**src/rtl/uart_waveform_rx_pkg.sv**
```systemverilog
// Shared types and constants for the waveform UART receiver.
package uart_wave_pkg;

   typedef enum logic [2:0] {
      HUNT,
      IDLE,
      START,
      DATA,
      STOP
   } rx_state_t;

   localparam int         BYTES_PER_REC   = 3;
   localparam logic [7:0] TRAILER_PAD     = 8'h00;
   localparam int         FRAME_DATA_BITS = 8;

   // One assembled record: 14-bit sample plus the index byte that followed it.
   typedef struct packed {
      logic [13:0] data;
      logic [7:0]  idx;
   } wave_rec_t;

   // Index byte the transmitter should send for a record counter value (wraps at 256).
   function automatic logic [7:0] next_idx(input logic [7:0] cnt_lsb);
      return cnt_lsb + 8'd1;
   endfunction

endpackage

```
**src/rtl/uart_waveform_rx_byte_rx.sv**
```systemverilog
// Byte-level UART receiver: 2-FF synchroniser, frame FSM and bit timer.
// Emits byte_done / frame_err as single-cycle strobes on the last stop-bit sample.
module uart_byte_rx
   import uart_wave_pkg::*;
#(
   parameter int CLKS_PER_BIT = 1,
   parameter int STOP_BITS    = 3
) (
   input  logic       clk,
   input  logic       reset,
   input  logic       uart_rx,
   input  logic       hunt_done,
   input  logic       hunt_req,
   output rx_state_t  state,
   output logic       rx_line,
   output logic       byte_done,
   output logic [7:0] rx_byte,
   output logic       frame_err
);

   localparam int HALF = CLKS_PER_BIT / 2;
   localparam int TW   = (CLKS_PER_BIT > 1) ? $clog2(CLKS_PER_BIT) : 1;
   localparam int BW   = $clog2(FRAME_DATA_BITS + STOP_BITS);

   localparam logic [TW-1:0] T_HALF    = TW'(HALF);
   localparam logic [TW-1:0] T_LAST    = TW'(CLKS_PER_BIT - 1);
   localparam logic [TW-1:0] T_ONE     = TW'(1);
   localparam logic [BW-1:0] LAST_DATA = BW'(FRAME_DATA_BITS - 1);
   localparam logic [BW-1:0] LAST_STOP = BW'(STOP_BITS - 1);

   logic                       rx_meta_reg;
   logic                       rx_sync_reg;
   rx_state_t                  state_reg, state_next;
   logic [TW-1:0]              timer_reg, timer_next;
   logic [BW-1:0]              bit_cnt_reg, bit_cnt_next;
   logic [FRAME_DATA_BITS-1:0] shift_reg, shift_next;
   logic                       stop_bad_reg, stop_bad_next;
   logic                       bit_tick;
   logic                       last_stop;
   logic                       stop_ok;

   // Two-flop synchroniser; the line idles high so reset parks it high.
   always_ff @(posedge clk) begin
      if (reset) begin
         rx_meta_reg <= 1'b1;
         rx_sync_reg <= 1'b1;
      end else begin
         rx_meta_reg <= uart_rx;
         rx_sync_reg <= rx_meta_reg;
      end
   end

   // State register and datapath registers; reset discards any partial byte.
   always_ff @(posedge clk) begin
      if (reset) begin
         state_reg    <= HUNT;
         timer_reg    <= '0;
         bit_cnt_reg  <= '0;
         shift_reg    <= '0;
         stop_bad_reg <= 1'b0;
      end else begin
         state_reg    <= state_next;
         timer_reg    <= timer_next;
         bit_cnt_reg  <= bit_cnt_next;
         shift_reg    <= shift_next;
         stop_bad_reg <= stop_bad_next;
      end
   end

   assign bit_tick  = (timer_reg == T_LAST);
   assign last_stop = (state_reg == STOP) && bit_tick && (bit_cnt_reg == LAST_STOP);
   assign stop_ok   = !stop_bad_reg && rx_sync_reg;

   // Next-state logic. With HALF==0 the start bit is confirmed in the detect cycle,
   // which keeps back-to-back frames at one clock per bit aligned.
   always_comb begin
      state_next    = state_reg;
      timer_next    = timer_reg;
      bit_cnt_next  = bit_cnt_reg;
      shift_next    = shift_reg;
      stop_bad_next = stop_bad_reg;
      case (state_reg)
         HUNT: begin
            if (hunt_done) state_next = IDLE;
         end
         IDLE: begin
            if (!rx_sync_reg) begin
               bit_cnt_next = '0;
               if (HALF == 0) begin
                  state_next = DATA;
                  timer_next = '0;
               end else begin
                  state_next = START;
                  timer_next = T_ONE;
               end
            end
         end
         START: begin
            if (timer_reg == T_HALF) begin
               timer_next = '0;
               state_next = rx_sync_reg ? IDLE : DATA;
            end else begin
               timer_next = timer_reg + T_ONE;
            end
         end
         DATA: begin
            if (bit_tick) begin
               timer_next = '0;
               shift_next = {rx_sync_reg, shift_reg[FRAME_DATA_BITS-1:1]};
               if (bit_cnt_reg == LAST_DATA) begin
                  state_next    = STOP;
                  bit_cnt_next  = '0;
                  stop_bad_next = 1'b0;
               end else begin
                  bit_cnt_next = bit_cnt_reg + 1'b1;
               end
            end else begin
               timer_next = timer_reg + T_ONE;
            end
         end
         STOP: begin
            if (bit_tick) begin
               timer_next = '0;
               if (bit_cnt_reg == LAST_STOP) begin
                  if (!stop_ok || hunt_req) state_next = HUNT;
                  else                      state_next = IDLE;
               end else begin
                  bit_cnt_next  = bit_cnt_reg + 1'b1;
                  stop_bad_next = stop_bad_reg | !rx_sync_reg;
               end
            end else begin
               timer_next = timer_reg + T_ONE;
            end
         end
         default: state_next = HUNT;
      endcase
   end

   // Output strobes decoded from the current state.
   always_comb begin
      byte_done = last_stop && stop_ok;
      frame_err = last_stop && !stop_ok;
   end

   assign state   = state_reg;
   assign rx_line = rx_sync_reg;
   assign rx_byte = shift_reg;

endmodule

```
**src/rtl/uart_waveform_rx.sv**
```systemverilog
// Waveform stream receiver: line-quiet (HUNT) timer plus {hi, lo, idx} record framer
// on top of the byte receiver. Emits samples, then decodes the wave-number trailer.
module uart_waveform_rx
   import uart_wave_pkg::*;
#(
   parameter  int CLKS_PER_BIT = 1,
   parameter  int STOP_BITS    = 3,
   parameter  int NUM_SAMPLES  = 1000,   // must be >= 2
   parameter  int IDLE_BITS    = 24,
   localparam int IDX_W        = $clog2(NUM_SAMPLES)
) (
   input  logic             clk,
   input  logic             reset,
   input  logic             uart_rx,
   output logic             sample_valid,
   output logic [13:0]      sample_data,
   output logic [IDX_W-1:0] sample_index,
   output logic             wave_valid,
   output logic [15:0]      wave_number,
   output logic             frame_err,
   output logic             seq_err,
   output logic             busy
);

   localparam int HUNT_CYCLES = IDLE_BITS * CLKS_PER_BIT;
   localparam int HW          = $clog2(HUNT_CYCLES + 1);
   localparam int CW          = IDX_W + 1;

   localparam logic [HW-1:0] QUIET_CNT = HW'(HUNT_CYCLES);
   localparam logic [CW-1:0] CNT_LAST  = CW'(NUM_SAMPLES);
   localparam logic [1:0]    POS_IDX   = 2'(BYTES_PER_REC - 1);

   rx_state_t        state;
   logic             rx_line;
   logic             byte_done;
   logic [7:0]       rx_byte;
   logic             frame_err_raw;
   logic             hunt_req;
   logic             line_quiet;
   logic             framer_clear;
   logic             rec_complete;
   logic             is_trailer;
   logic [7:0]       cnt_lsb;
   wave_rec_t        cur_rec;

   logic [HW-1:0]    high_cnt_reg;
   logic [1:0]       byte_pos_reg;
   logic [7:0]       hi_reg;
   logic [7:0]       lo_reg;
   logic [CW-1:0]    rec_cnt_reg;
   logic             sample_valid_reg;
   logic [13:0]      sample_data_reg;
   logic [IDX_W-1:0] sample_index_reg;
   logic             wave_valid_reg;
   logic [15:0]      wave_number_reg;
   logic             frame_err_reg;
   logic             seq_err_reg;

   uart_byte_rx #(
      .CLKS_PER_BIT (CLKS_PER_BIT),
      .STOP_BITS    (STOP_BITS)
   ) u_byte_rx (
      .clk       (clk),
      .reset     (reset),
      .uart_rx   (uart_rx),
      .hunt_done (line_quiet),
      .hunt_req  (hunt_req),
      .state     (state),
      .rx_line   (rx_line),
      .byte_done (byte_done),
      .rx_byte   (rx_byte),
      .frame_err (frame_err_raw)
   );

   // Low byte of the record counter, zero-extended when the counter is narrower.
   generate
      if (CW >= 8) begin : g_cnt_wide
         assign cnt_lsb = rec_cnt_reg[7:0];
      end else begin : g_cnt_narrow
         assign cnt_lsb = {{(8 - CW){1'b0}}, rec_cnt_reg};
      end
   endgenerate

   assign cur_rec      = {hi_reg[5:0], lo_reg, rx_byte};
   assign rec_complete = byte_done && (byte_pos_reg == POS_IDX);
   assign is_trailer   = (rec_cnt_reg == CNT_LAST);
   assign hunt_req     = rec_complete && is_trailer;
   assign line_quiet   = (high_cnt_reg == QUIET_CNT);
   assign framer_clear = line_quiet && ((state == HUNT) || (state == IDLE));
   assign busy         = !((state == HUNT) || (state == IDLE));

   // Counts consecutive high line samples while waiting between frames; saturates.
   always_ff @(posedge clk) begin
      if (reset) begin
         high_cnt_reg <= '0;
      end else if (((state == HUNT) || (state == IDLE)) && rx_line) begin
         if (!line_quiet) high_cnt_reg <= high_cnt_reg + 1'b1;
      end else begin
         high_cnt_reg <= '0;
      end
   end

   // Record framer: collects hi/lo/idx, emits a sample or the trailer, flags index errors.
   always_ff @(posedge clk) begin
      if (reset) begin
         byte_pos_reg     <= '0;
         hi_reg           <= '0;
         lo_reg           <= '0;
         rec_cnt_reg      <= '0;
         sample_valid_reg <= 1'b0;
         sample_data_reg  <= '0;
         sample_index_reg <= '0;
         wave_valid_reg   <= 1'b0;
         wave_number_reg  <= '0;
         frame_err_reg    <= 1'b0;
         seq_err_reg      <= 1'b0;
      end else begin
         sample_valid_reg <= 1'b0;
         wave_valid_reg   <= 1'b0;
         seq_err_reg      <= 1'b0;
         frame_err_reg    <= frame_err_raw;
         if (frame_err_raw) begin
            byte_pos_reg <= '0;
         end else if (byte_done) begin
            case (byte_pos_reg)
               2'd0: begin
                  hi_reg       <= rx_byte;
                  byte_pos_reg <= 2'd1;
               end
               2'd1: begin
                  lo_reg       <= rx_byte;
                  byte_pos_reg <= 2'd2;
               end
               default: begin
                  byte_pos_reg <= '0;
                  if (!is_trailer) begin
                     sample_valid_reg <= 1'b1;
                     sample_data_reg  <= cur_rec.data;
                     sample_index_reg <= rec_cnt_reg[IDX_W-1:0];
                     seq_err_reg      <= (cur_rec.idx != next_idx(cnt_lsb));
                     rec_cnt_reg      <= rec_cnt_reg + 1'b1;
                  end else begin
                     wave_valid_reg   <= 1'b1;
                     wave_number_reg  <= {hi_reg, lo_reg};
                     seq_err_reg      <= (cur_rec.idx != TRAILER_PAD);
                     rec_cnt_reg      <= '0;
                  end
               end
            endcase
         end else if (framer_clear) begin
            byte_pos_reg <= '0;
            rec_cnt_reg  <= '0;
         end
      end
   end

   assign sample_valid = sample_valid_reg;
   assign sample_data  = sample_data_reg;
   assign sample_index = sample_index_reg;
   assign wave_valid   = wave_valid_reg;
   assign wave_number  = wave_number_reg;
   assign frame_err    = frame_err_reg;
   assign seq_err      = seq_err_reg;

endmodule

```
**config.mk**
```make
export PLATFORM = sky130hd
export DESIGN_NAME = uart_waveform_rx
export DESIGN_NICKNAME = d
export VERILOG_FILES = /design/src/rtl/uart_waveform_rx_pkg.sv /design/src/rtl/uart_waveform_rx_byte_rx.sv /design/src/rtl/uart_waveform_rx.sv
export SDC_FILE = /design/constraint.sdc
export NUM_CORES = 1
export LEC_CHECK = 0
export CAP_MARGIN = 5
export CORE_MARGIN = 2
export CORE_UTILIZATION = 25
export DETAILED_ROUTE_END_ITERATION = 12
export SETUP_SLACK_MARGIN = 0.4
export SYNTH_ARGS = -nofsm -noshare
export SYNTH_HDL_FRONTEND = slang
export SYNTH_SLANG_ARGS = --single-unit
```
**constraint.sdc**
```tcl
create_clock -name clk -period 1.95 [get_ports clk]
set_input_delay 0.39 -clock clk [delete_from_list [all_inputs] [get_ports clk]]
set_output_delay 0.39 -clock clk [all_outputs]
set_load 0.1 [all_outputs]
```
==> metrics, run 1 <==
Syn Std Cell Area=4160 µm²; CP Class=flop to flop; synthesis warning total=0; Area contributors post-synth=dfxtp_1 (46%), nand2_1 (8.6%), a21oi_1 (5.2%); syn nets=478; Die Area=17700 µm²; largest net degree at the start of global routing=26; Area growth syn-to-layout=43.5%; number of remaining DRC errors=0; vias in the first global route=3563; most common flop cell mapped by yosys=dfxtp_1; first-pass GRT wire length=17600 µm; Fin. Hold Viols=0; Final ANT Viol Nets=0; CTS Sinks=96; final WL=11900 µm; area leader, netlist=dfxtp_1; Largest register FFs=16; Root Buffer=clkbuf_16; Rel. slew slack=0.681; clock tree buffer depth=2; IO Count=48; Pins Over Slew Limit=0; die width=133 µm; H-tree lvl count=3; CP top delay family=simple AND/OR/NAND/NOR gates; Reg clk slew, reported paths=0.07 ns; layout cells sized above 1=0.391; total track usage=0.124; critical path startpoint category=flop; Storage cell area=1930 µm²; Post-Route Skew=0.00932 ns; Buf/Inv on CP=2; register area share after synthesis=0.462; Routability Congestion=0.817; worst vdd ir=0.000399 V; Final Power=3910 µW; max cap viols=0; Fin Setup TNS=0 ns; Post-Syn Instances=469; Initial DRC Count=188; Port-buffer cells=47; Yosys reg bits=96; initial core utilization=0.253; Worst Hold Class=flop to flop; crit path DAT=2.12 ns; Via Count=3607; share of flip-flops with an asynchronous set or reset=0; Antenna diodes=0; hold slack=0.411 ns; RSZ-0062 raised after global routing=yes; status=complete, no violations; Core ar.=16400 µm²; worst slew pin tran=0.478 ns; design area=5970 µm²; Worst path max stage delay=0.52 ns; chip height=133 µm; CTS tree=built; via/cell ratio=4.59; Synth top area share=0.462; Cell Area, Placed=4970 µm²; cells along the critical path=inv_4 > ha_4 > nand4b_1 > or4_4 > nor2_4 > clkbuf_16 > nand2_1 > a21oi_2; setup violators final=0; total CTS buffers=9; Avg WL per Cell=15.1 µm; filler cell count=1621; initial antenna violation count=0; Leak=0.00237 µW; Tmin final=1.83 ns; clk_lat worst skew=0.35 ns; Total Nets Final=569; area of the multi-input gates=2470 µm²; crit path capture type=flop; DRT Pass-1 Iters=4; dpl hpwl=7430 µm; synthesized area per cell=8.87 µm²; Worst Path Required=2.24 ns; fin worst setup slack=0.119 ns; power per cell area=654 nW/µm²; slowest stage cell, crit path=or4_4; hold buffer count at CTS=0; dpl ws=-0.0129 ns; Remaining Overflow, GRT=0; Post-synth EDFFs=0; Peak Freq=546 MHz; FP Rows=47; Cell variety after synth=61; Final period util=0.939; Crit Path Max Fanout=8
==> final timing paths <==
kind	startpoint	end	slack [ns]	depth (start not counted)
hold / removal	u_byte_rx.rx_meta_reg	u_byte_rx.rx_line	0.41	1
hold reg to reg	u_byte_rx.rx_meta_reg	u_byte_rx.rx_line	0.41	1
setup / recovery	rec_cnt_reg[0]	wave_number[3]	0.12	8
setup reg to reg	rec_cnt_reg[0]	wave_number[3]	0.12	8
==> metal layers <==
layer | GRT usage | part of all wire
met1 | 0.156 | 0.45
met2 | 0.208 | 0.49
met3 | 0.0280 | 0.051
met4 | 0.0442 | 0.014
met5 | 0 | 0
==> cell usage in the layout, fill, tap and decap left out, types with 3 or more instances in the layout <==
| cell type | instances |
|---|---|
| nand2_8 | 4 |
| buf_6 | 14 |
| nor2_1 | 47 |
| or2_2 | 3 |
| nand2_1 | 70 |
| dfxtp_1 | 90 |
| nand4_1 | 3 |
| nand2_2 | 18 |
| buf_12 | 6 |
| nand3_1 | 11 |
| nor2_4 | 6 |
| buf_4 | 79 |
| o21ai_0 | 3 |
| nand2_4 | 11 |
| nor4_1 | 3 |
| nand4b_1 | 4 |
| ha_1 | 4 |
| a21oi_1 | 30 |
| a31oi_1 | 4 |
| dfxtp_2 | 4 |
| clkbuf_16 | 11 |
| a21oi_2 | 22 |
| mux2i_1 | 19 |
| xnor2_1 | 14 |
| nor3_1 | 6 |
| inv_1 | 4 |
| xor2_1 | 10 |
==> synthesized netlist by cell type, types with 2 or more instances <==
| cell type | number |
|---|---|
| mux2i_1 | 19 |
| a21oi_1 | 43 |
| nand4_1 | 3 |
| nor2_1 | 53 |
| nand2_2 | 2 |
| dfxtp_1 | 96 |
| nor3b_4 | 2 |
| xnor2_1 | 15 |
| and4_1 | 2 |
| nand2_1 | 95 |
| or2_2 | 3 |
| nand4b_1 | 4 |
| buf_2 | 5 |
| nor3_1 | 6 |
| xor2_1 | 10 |
| nor4_1 | 3 |
| nand3_1 | 11 |
| nor2_4 | 2 |
| o21ai_0 | 4 |
| buf_6 | 3 |
| buf_4 | 8 |
| a211oi_1 | 3 |
| clkbuf_1 | 13 |
| o311ai_0 | 2 |
| ha_1 | 6 |
| or3b_2 | 2 |
| a21oi_2 | 10 |
| a31oi_1 | 4 |
| nand4_4 | 2 |
| inv_1 | 7 |
==> stage by stage <==
| step | cells | util |
|---|---|---|
| 6_report | 785 | 0.364 |
| 5_1_grt | 785 | 0.364 |
| 4_1_cts | 770 | 0.338 |
| 3_5_place_dp | 736 | 0.303 |
| 3_3_place_gp | 736 | 0.303 |
| 2_1_floorplan | 469 | - |
==> power breakdown <==
| group | internal, µW | switching (µW) | total [µW] |
|---|---|---|---|
| sequential | 1960 | 5.37 | 1970 |
| combinational | 23.1 | 55.1 | 78.2 |
| clock | 1050 | 812 | 1860 |
| total | 3030 | 872 | 3910 |
==> what timing repair did <==
| item | 4_1_cts | 5_1_grt |
|---|---|---|
| setup endpoints to repair | 76 | 79 |
| buffers inserted | 17 | 8 |
| pin swaps | 14 | 37 |
| gates resized for setup | 20 | 68 |
| cloned | 1 | 7 |
==> area by class of cell <==
cell class | count | share of cell area
Sequential cell | 96 | 0.324
Tap cell | 220 | 0.0461
Inverter | 7 | 0.00482
Clock buffer | 10 | 0.0400
Timing Repair Buffer | 104 | 0.159
Clock inverter | 6 | 0.0124
Multi-Input combinational cell | 342 | 0.413
==> logic make-up (layout without fill, tap and decap cells) <==
| group | count (synthesis) | count (layout) | synth area share |
|---|---|---|---|
| AND/OR/NAND/NOR | 208 | 214 | 0.254 |
| flip-flops | 96 | 96 | 0.462 |
| AO/OA/AOI/OAI | 78 | 78 | 0.120 |
| buffers and inverters | 37 | 127 | 0.0475 |
| XOR/XNOR | 25 | 25 | 0.0526 |
| multiplexers | 19 | 19 | 0.0457 |
| adder cells (fa/ha/maj) | 6 | 6 | 0.0181 |
No activity file was read; power rests on OpenSTA's default activity.
==> run 2, diff against run 1 <==
--- a/config.mk
+++ b/config.mk
@@ -7,8 +7,10 @@
 export LEC_CHECK = 0
 export CAP_MARGIN = 5
 export CORE_MARGIN = 2
-export CORE_UTILIZATION = 25
+export CORE_UTILIZATION = 50
+export CTS_CLUSTER_DIAMETER = 30
 export DETAILED_ROUTE_END_ITERATION = 12
+export PLACE_DENSITY = 0.72
 export SETUP_SLACK_MARGIN = 0.4
 export SYNTH_ARGS = -nofsm -noshare
 export SYNTH_HDL_FRONTEND = slang
==> constraint.sdc (replaced) <==
create_clock -name clk -period 2.3 [get_ports clk]
set_input_delay 0.46 -clock clk [delete_from_list [all_inputs] [get_ports clk]]
set_output_delay 0.46 -clock clk [all_outputs]
set_load 0.1 [all_outputs]
==> metrics, run 2 (synthesis results as in run 1) <==
status=complete, no violations (unchanged); initial core utilization=0.511 (was 0.253); Peak Freq=536 MHz (was 546 MHz); vias in the first global route=3174 (was 3563); crit path capture type=flop (unchanged); chip height=95.2 µm (was 133 µm); Pins Over Slew Limit=0 (unchanged); dpl hpwl=6160 µm (was 7430 µm); Routability Congestion=0.814 (was 0.817); worst slew pin tran=0.520 ns (was 0.478 ns); Die Area=9060 µm² (was 17700 µm²); largest net degree at the start of global routing=29 (was 26); IO Count=48 (unchanged); Worst Hold Class=flop to flop (unchanged); CTS Sinks=96 (unchanged); Fin. Hold Viols=0 (unchanged); Remaining Overflow, GRT=0 (unchanged); CP Class=flop to flop (unchanged); filler cell count=636 (was 1621); setup violators final=0 (unchanged); Reg clk slew, reported paths=0.10 ns (was 0.07 ns); Leak=0.00209 µW (was 0.00237 µW); final WL=9880 µm (was 11900 µm); initial antenna violation count=0 (unchanged); Final period util=0.812 (was 0.939); Core ar.=8130 µm² (was 16400 µm²); critical path startpoint category=flop (unchanged); total CTS buffers=9 (unchanged); worst vdd ir=0.000433 V (was 0.000399 V); DRT met1 WL=4500 µm (was 5290 µm); number of remaining DRC errors=0 (unchanged); met3 wire len=332 µm (was 606 µm); placed cells=610 (was 736); power per cell area=581 nW/µm² (was 654 nW/µm²); met2 WL=4920 µm (was 5800 µm); Tmin final=1.87 ns (was 1.83 ns); FP Rows=33 (was 47); layout cells sized above 1=0.314 (was 0.391); post-route non-filler standard cell count=649 (was 785); Rel. slew slack=0.652 (was 0.681); clock tree buffer depth=2 (unchanged); Largest register FFs=16 (unchanged); Via Count=3469 (was 3607); Initial DRC Count=178 (was 188); Total Nets Final=549 (was 569); Final ANT Viol Nets=0 (unchanged); Avg WL per Cell=15.2 µm (was 15.1 µm); H-tree lvl count=3 (unchanged); most frequent cells in the layout=dfxtp_1 (90), nand2_1 (80), buf_4 (78), nor2_1 (53), a21oi_1 (41) (was dfxtp_1 (90), buf_4 (79), nand2_1 (70), nor2_1 (47), a21oi_1 (30)); Root Buffer=clkbuf_8 (was clkbuf_16); RSZ-0062 raised after global routing=yes (unchanged); clk_lat worst skew=0.36 ns (was 0.35 ns); Port-buffer cells=47 (unchanged); top layer in use=met4 (unchanged); Post-Route Skew=0.0136 ns (was 0.00932 ns); hold slack=0.418 ns (was 0.411 ns); die width=95.2 µm (was 133 µm); Antenna diodes=0 (unchanged); DRT Pass-1 Iters=5 (was 4); most common cell after layout, fill and taps aside=dfxtp_1 (unchanged); CTS tree=built (unchanged); Fin Setup TNS=0 ns (unchanged); total track usage=0.213 (was 0.124); via/cell ratio=5.35 (was 4.59); crit path DAT=2.16 ns (was 2.12 ns); Crit Path Max Fanout=8 (unchanged); first-pass GRT wire length=15100 µm (was 17600 µm); max cap viols=0 (unchanged); Worst Path Required=2.59 ns (was 2.24 ns); Area growth syn-to-layout=26.6% (was 43.5%)
run 2: through the flow:
stage	utilization	area (µm²)	setup WS, ns	total power, µW
finish	0.647	5260	0.433	3060
global route	0.647	5260	0.331	3150
CTS	0.615	5000	0.403	3070
detailed placement	0.569	4630	0.141	1770
global placement	0.569	4630	0.267	1770
floorplan	-	4160	0.406	1750
run 2: cell type report:
cell class / instances / area [µm²] / share of cell area
Multi-Input combinational cell: 336 / 2190 / 0.416
Inverter: 7 / 26.3 / 0.00499
Sequential cell: 96 / 1930 / 0.367
Tap cell: 105 / 131 / 0.0250
Clock inverter: 6 / 115 / 0.0219
Clock buffer: 9 / 124 / 0.0235
Timing Repair Buffer: 90 / 747 / 0.142
run 2: worst max-delay path, stage by stage, from the launching register on:
cell	delay (ns)
dfxtp_2	0.33
inv_2	0.08
ha_4	0.12
nand4b_1	0.11
or4_4	0.59
nor2_4	0.22
clkbuf_16	0.20
nand2_2	0.05
a21oi_1	0.11
run 2: per-layer routing:
metal | up-vias | GRT usage
li1 | 1724 | -
met1 | 1661 | 0.284
met2 | 73 | 0.345
met3 | 11 | 0.0466
met4 | 0 | 0.0604
met5 | - | 0
run 2: worst paths after layout:
| check | start | end | slack, ns | cells after the start |
|---|---|---|---|---|
| max | rec_cnt_reg[0] | wave_number[11] | 0.43 | 8 |
| min reg2reg | u_byte_rx.rx_meta_reg | u_byte_rx.rx_line | 0.42 | 1 |
| max reg2reg | rec_cnt_reg[0] | wave_number[11] | 0.43 | 8 |
| min | u_byte_rx.rx_meta_reg | u_byte_rx.rx_line | 0.42 | 1 |
run 2: power breakdown:
group | internal [µW] | switching (µW) | total (µW) | leakage, µW
sequential | 1670 | 4.75 | 1670 | 0.000777
clock | 725 | 602 | 1330 | 0.000116
combinational | 17.4 | 42.1 | 59.5 | 0.00119
run 2: repair_timing:
item	in CTS	in global routing
setup buffers	12	10
resized for setup	7	41
hold buffers	0	0
cloned	0	2
setup endpoints to repair	69	72
pin swaps	4	31
==> run 3, diff against run 2 <==
==> constraint.sdc (replaced) <==
create_clock -name clk -period 1.9 [get_ports clk]
set_input_delay 0.38 -clock clk [delete_from_list [all_inputs] [get_ports clk]]
set_output_delay 0.38 -clock clk [all_outputs]
set_load 0.1 [all_outputs]
==> metrics, run 3 (synthesis results as in run 1) <==
clock tree buffer depth=2 (unchanged); hold slack=0.414 ns (was 0.418 ns); Fin. Hold Viols=0 (unchanged); layout cells sized above 1=0.379 (was 0.314); failing checks=negative setup slack; number of remaining DRC errors=0 (unchanged); design area=5770 µm² (was 5260 µm²); largest net degree at the start of global routing=51 (was 29); DRT Pass-1 Iters=5 (unchanged); Tmin final=1.94 ns (was 1.87 ns); Final ANT Viol Nets=0 (unchanged); Largest register FFs=16 (unchanged); initial antenna violation count=0 (unchanged); Root Buffer=clkbuf_8 (unchanged); critical path startpoint category=flop (unchanged); first-pass GRT wire length=16600 µm (was 15100 µm); Routability Congestion=0.856 (was 0.814); placed cells=619 (was 610); filler cell count=571 (was 636); hold buffer count at CTS=0 (unchanged); Rel. slew slack=0.675 (was 0.652); clk_lat worst skew=0.37 ns (was 0.36 ns); Pins Over Slew Limit=0 (unchanged); Final Power=3510 µW (was 3060 µW); max cap viols=0 (unchanged); Cell Area, Placed=4820 µm² (was 4630 µm²); Initial DRC Count=206 (was 178); Port-buffer cells=47 (unchanged); vias in the first global route=3384 (was 3174); Avg WL per Cell=17.2 µm (was 15.2 µm); Die Area=9060 µm² (unchanged); initial core utilization=0.511 (unchanged); CP Class=flop to flop (unchanged); Crit Path Max Fanout=5 (was 8); chip height=95.2 µm (unchanged); Worst Hold Class=flop to flop (unchanged); die width=95.2 µm (unchanged); power per cell area=608 nW/µm² (was 581 nW/µm²); FP Rows=33 (unchanged); CTS Sinks=96 (unchanged); Total Nets Final=578 (was 549); Via Count=3720 (was 3469); Core ar.=8130 µm² (unchanged); Final period util=1.02 (was 0.812); RSZ-0062 raised after global routing=yes (unchanged); reg2reg path depth=9 (was 8); most common cell after layout, fill and taps aside=dfxtp_1 (unchanged); Post-Route Skew=0.0126 ns (was 0.0136 ns); setup violators final=2 (was 0); final WL=11600 µm (was 9880 µm); worst slew pin tran=0.476 ns (was 0.520 ns); IO Count=48 (unchanged); area of the multi-input gates=2410 µm² (was 2190 µm²); total CTS buffers=9 (unchanged); dpl hpwl=6310 µm (was 6160 µm); crit path DAT=2.20 ns (was 2.16 ns); status=finished, violations left (was complete, no violations); Antenna diodes=0 (unchanged); H-tree lvl count=3 (unchanged); Hold Crit Depth=1 (unchanged); Area growth syn-to-layout=38.8% (was 26.6%); worst vdd ir=0.000328 V (was 0.000433 V); crit path capture type=flop (unchanged); Peak Freq=516 MHz (was 536 MHz); most frequent cells in the layout=dfxtp_1 (90), buf_4 (84), nand2_1 (77), nor2_1 (48), a21oi_1 (41) (was dfxtp_1 (90), nand2_1 (80), buf_4 (78), nor2_1 (53), a21oi_1 (41)); Storage cell area=1940 µm² (was 1930 µm²); post-route non-filler standard cell count=678 (was 649); fin worst setup slack=-0.0366 ns (was 0.433 ns); Worst Path Required=2.16 ns (was 2.59 ns); Fin Setup TNS=-0.0602 ns (was 0 ns); Leak=0.00231 µW (was 0.00209 µW); Reg clk slew, reported paths=0.10 ns (about the same); total track usage=0.238 (was 0.213); via/cell ratio=5.49 (was 5.35); Remaining Overflow, GRT=0 (unchanged); CTS tree=built (unchanged)
## run 3: changes by cell type in the layout (fill, tap and decap cells not counted), sizes merged
cell      change
clkinvlp      +1
buf          +26
nand3b        +1
nand2         +3
bufinv        -2
## run 3: layer usage
layer / routed length, µm / GRT usage / share of wire
met5: 0 / 0 / 0
met4: 234 / 0.0664 / 0.020
met3: 666 / 0.0490 / 0.057
met2: 5880 / 0.407 / 0.51
met1: 4850 / 0.303 / 0.42
## run 3: power by group
group | internal, µW | switching (µW)
Combinational | 25.4 | 54.2
Clock | 652 | 758
Sequential | 2010 | 6.87
## run 3: final cells by class
type                       count  area share
multi-input combinational    340       0.418
sequential                    96       0.336
clock buffer                  10      0.0238
clock inverter                 5      0.0113
tap                          105      0.0228
inverter                       7     0.00498
timing repair buffer         115       0.184
## run 3: repair_timing
item,CTS,global route
endpoints found under the hold margin,0,0
setup buffers,15,23
pin swaps,22,35
gates cloned,3,3
resized for setup,32,60
endpoints found under the setup margin,79,82
## run 3: worst max-delay path, cell delays in order (launching register included)
cell	delay [ns]
dfxtp_2	0.33
inv_2	0.07
ha_4	0.13
nor3b_4	0.22
buf_6	0.14
nand2_2	0.09
nor4b_4	0.33
buf_6	0.19
mux2i_1	0.25
nor2_1	0.08
## run 3: final timing paths
check	start	endpoint	slack [ns]
worst min register to register	u_byte_rx.rx_meta_reg	u_byte_rx.rx_line	0.41
worst max register to register	u_byte_rx.bit_cnt_reg[0]	hi_reg[5]	-0.04
worst min-delay path	u_byte_rx.rx_meta_reg	u_byte_rx.rx_line	0.41
worst max-delay path	u_byte_rx.bit_cnt_reg[0]	hi_reg[5]	-0.04
## run 3: stage by stage
step / setup slack (ns) / util
6_report: -0.0366 / 0.710
5_1_grt: -0.0979 / 0.710
4_1_cts: 0.139 / 0.652
3_5_place_dp: 0.0227 / 0.593
3_3_place_gp: 0.120 / 0.593
2_1_floorplan: 0.0637 / -
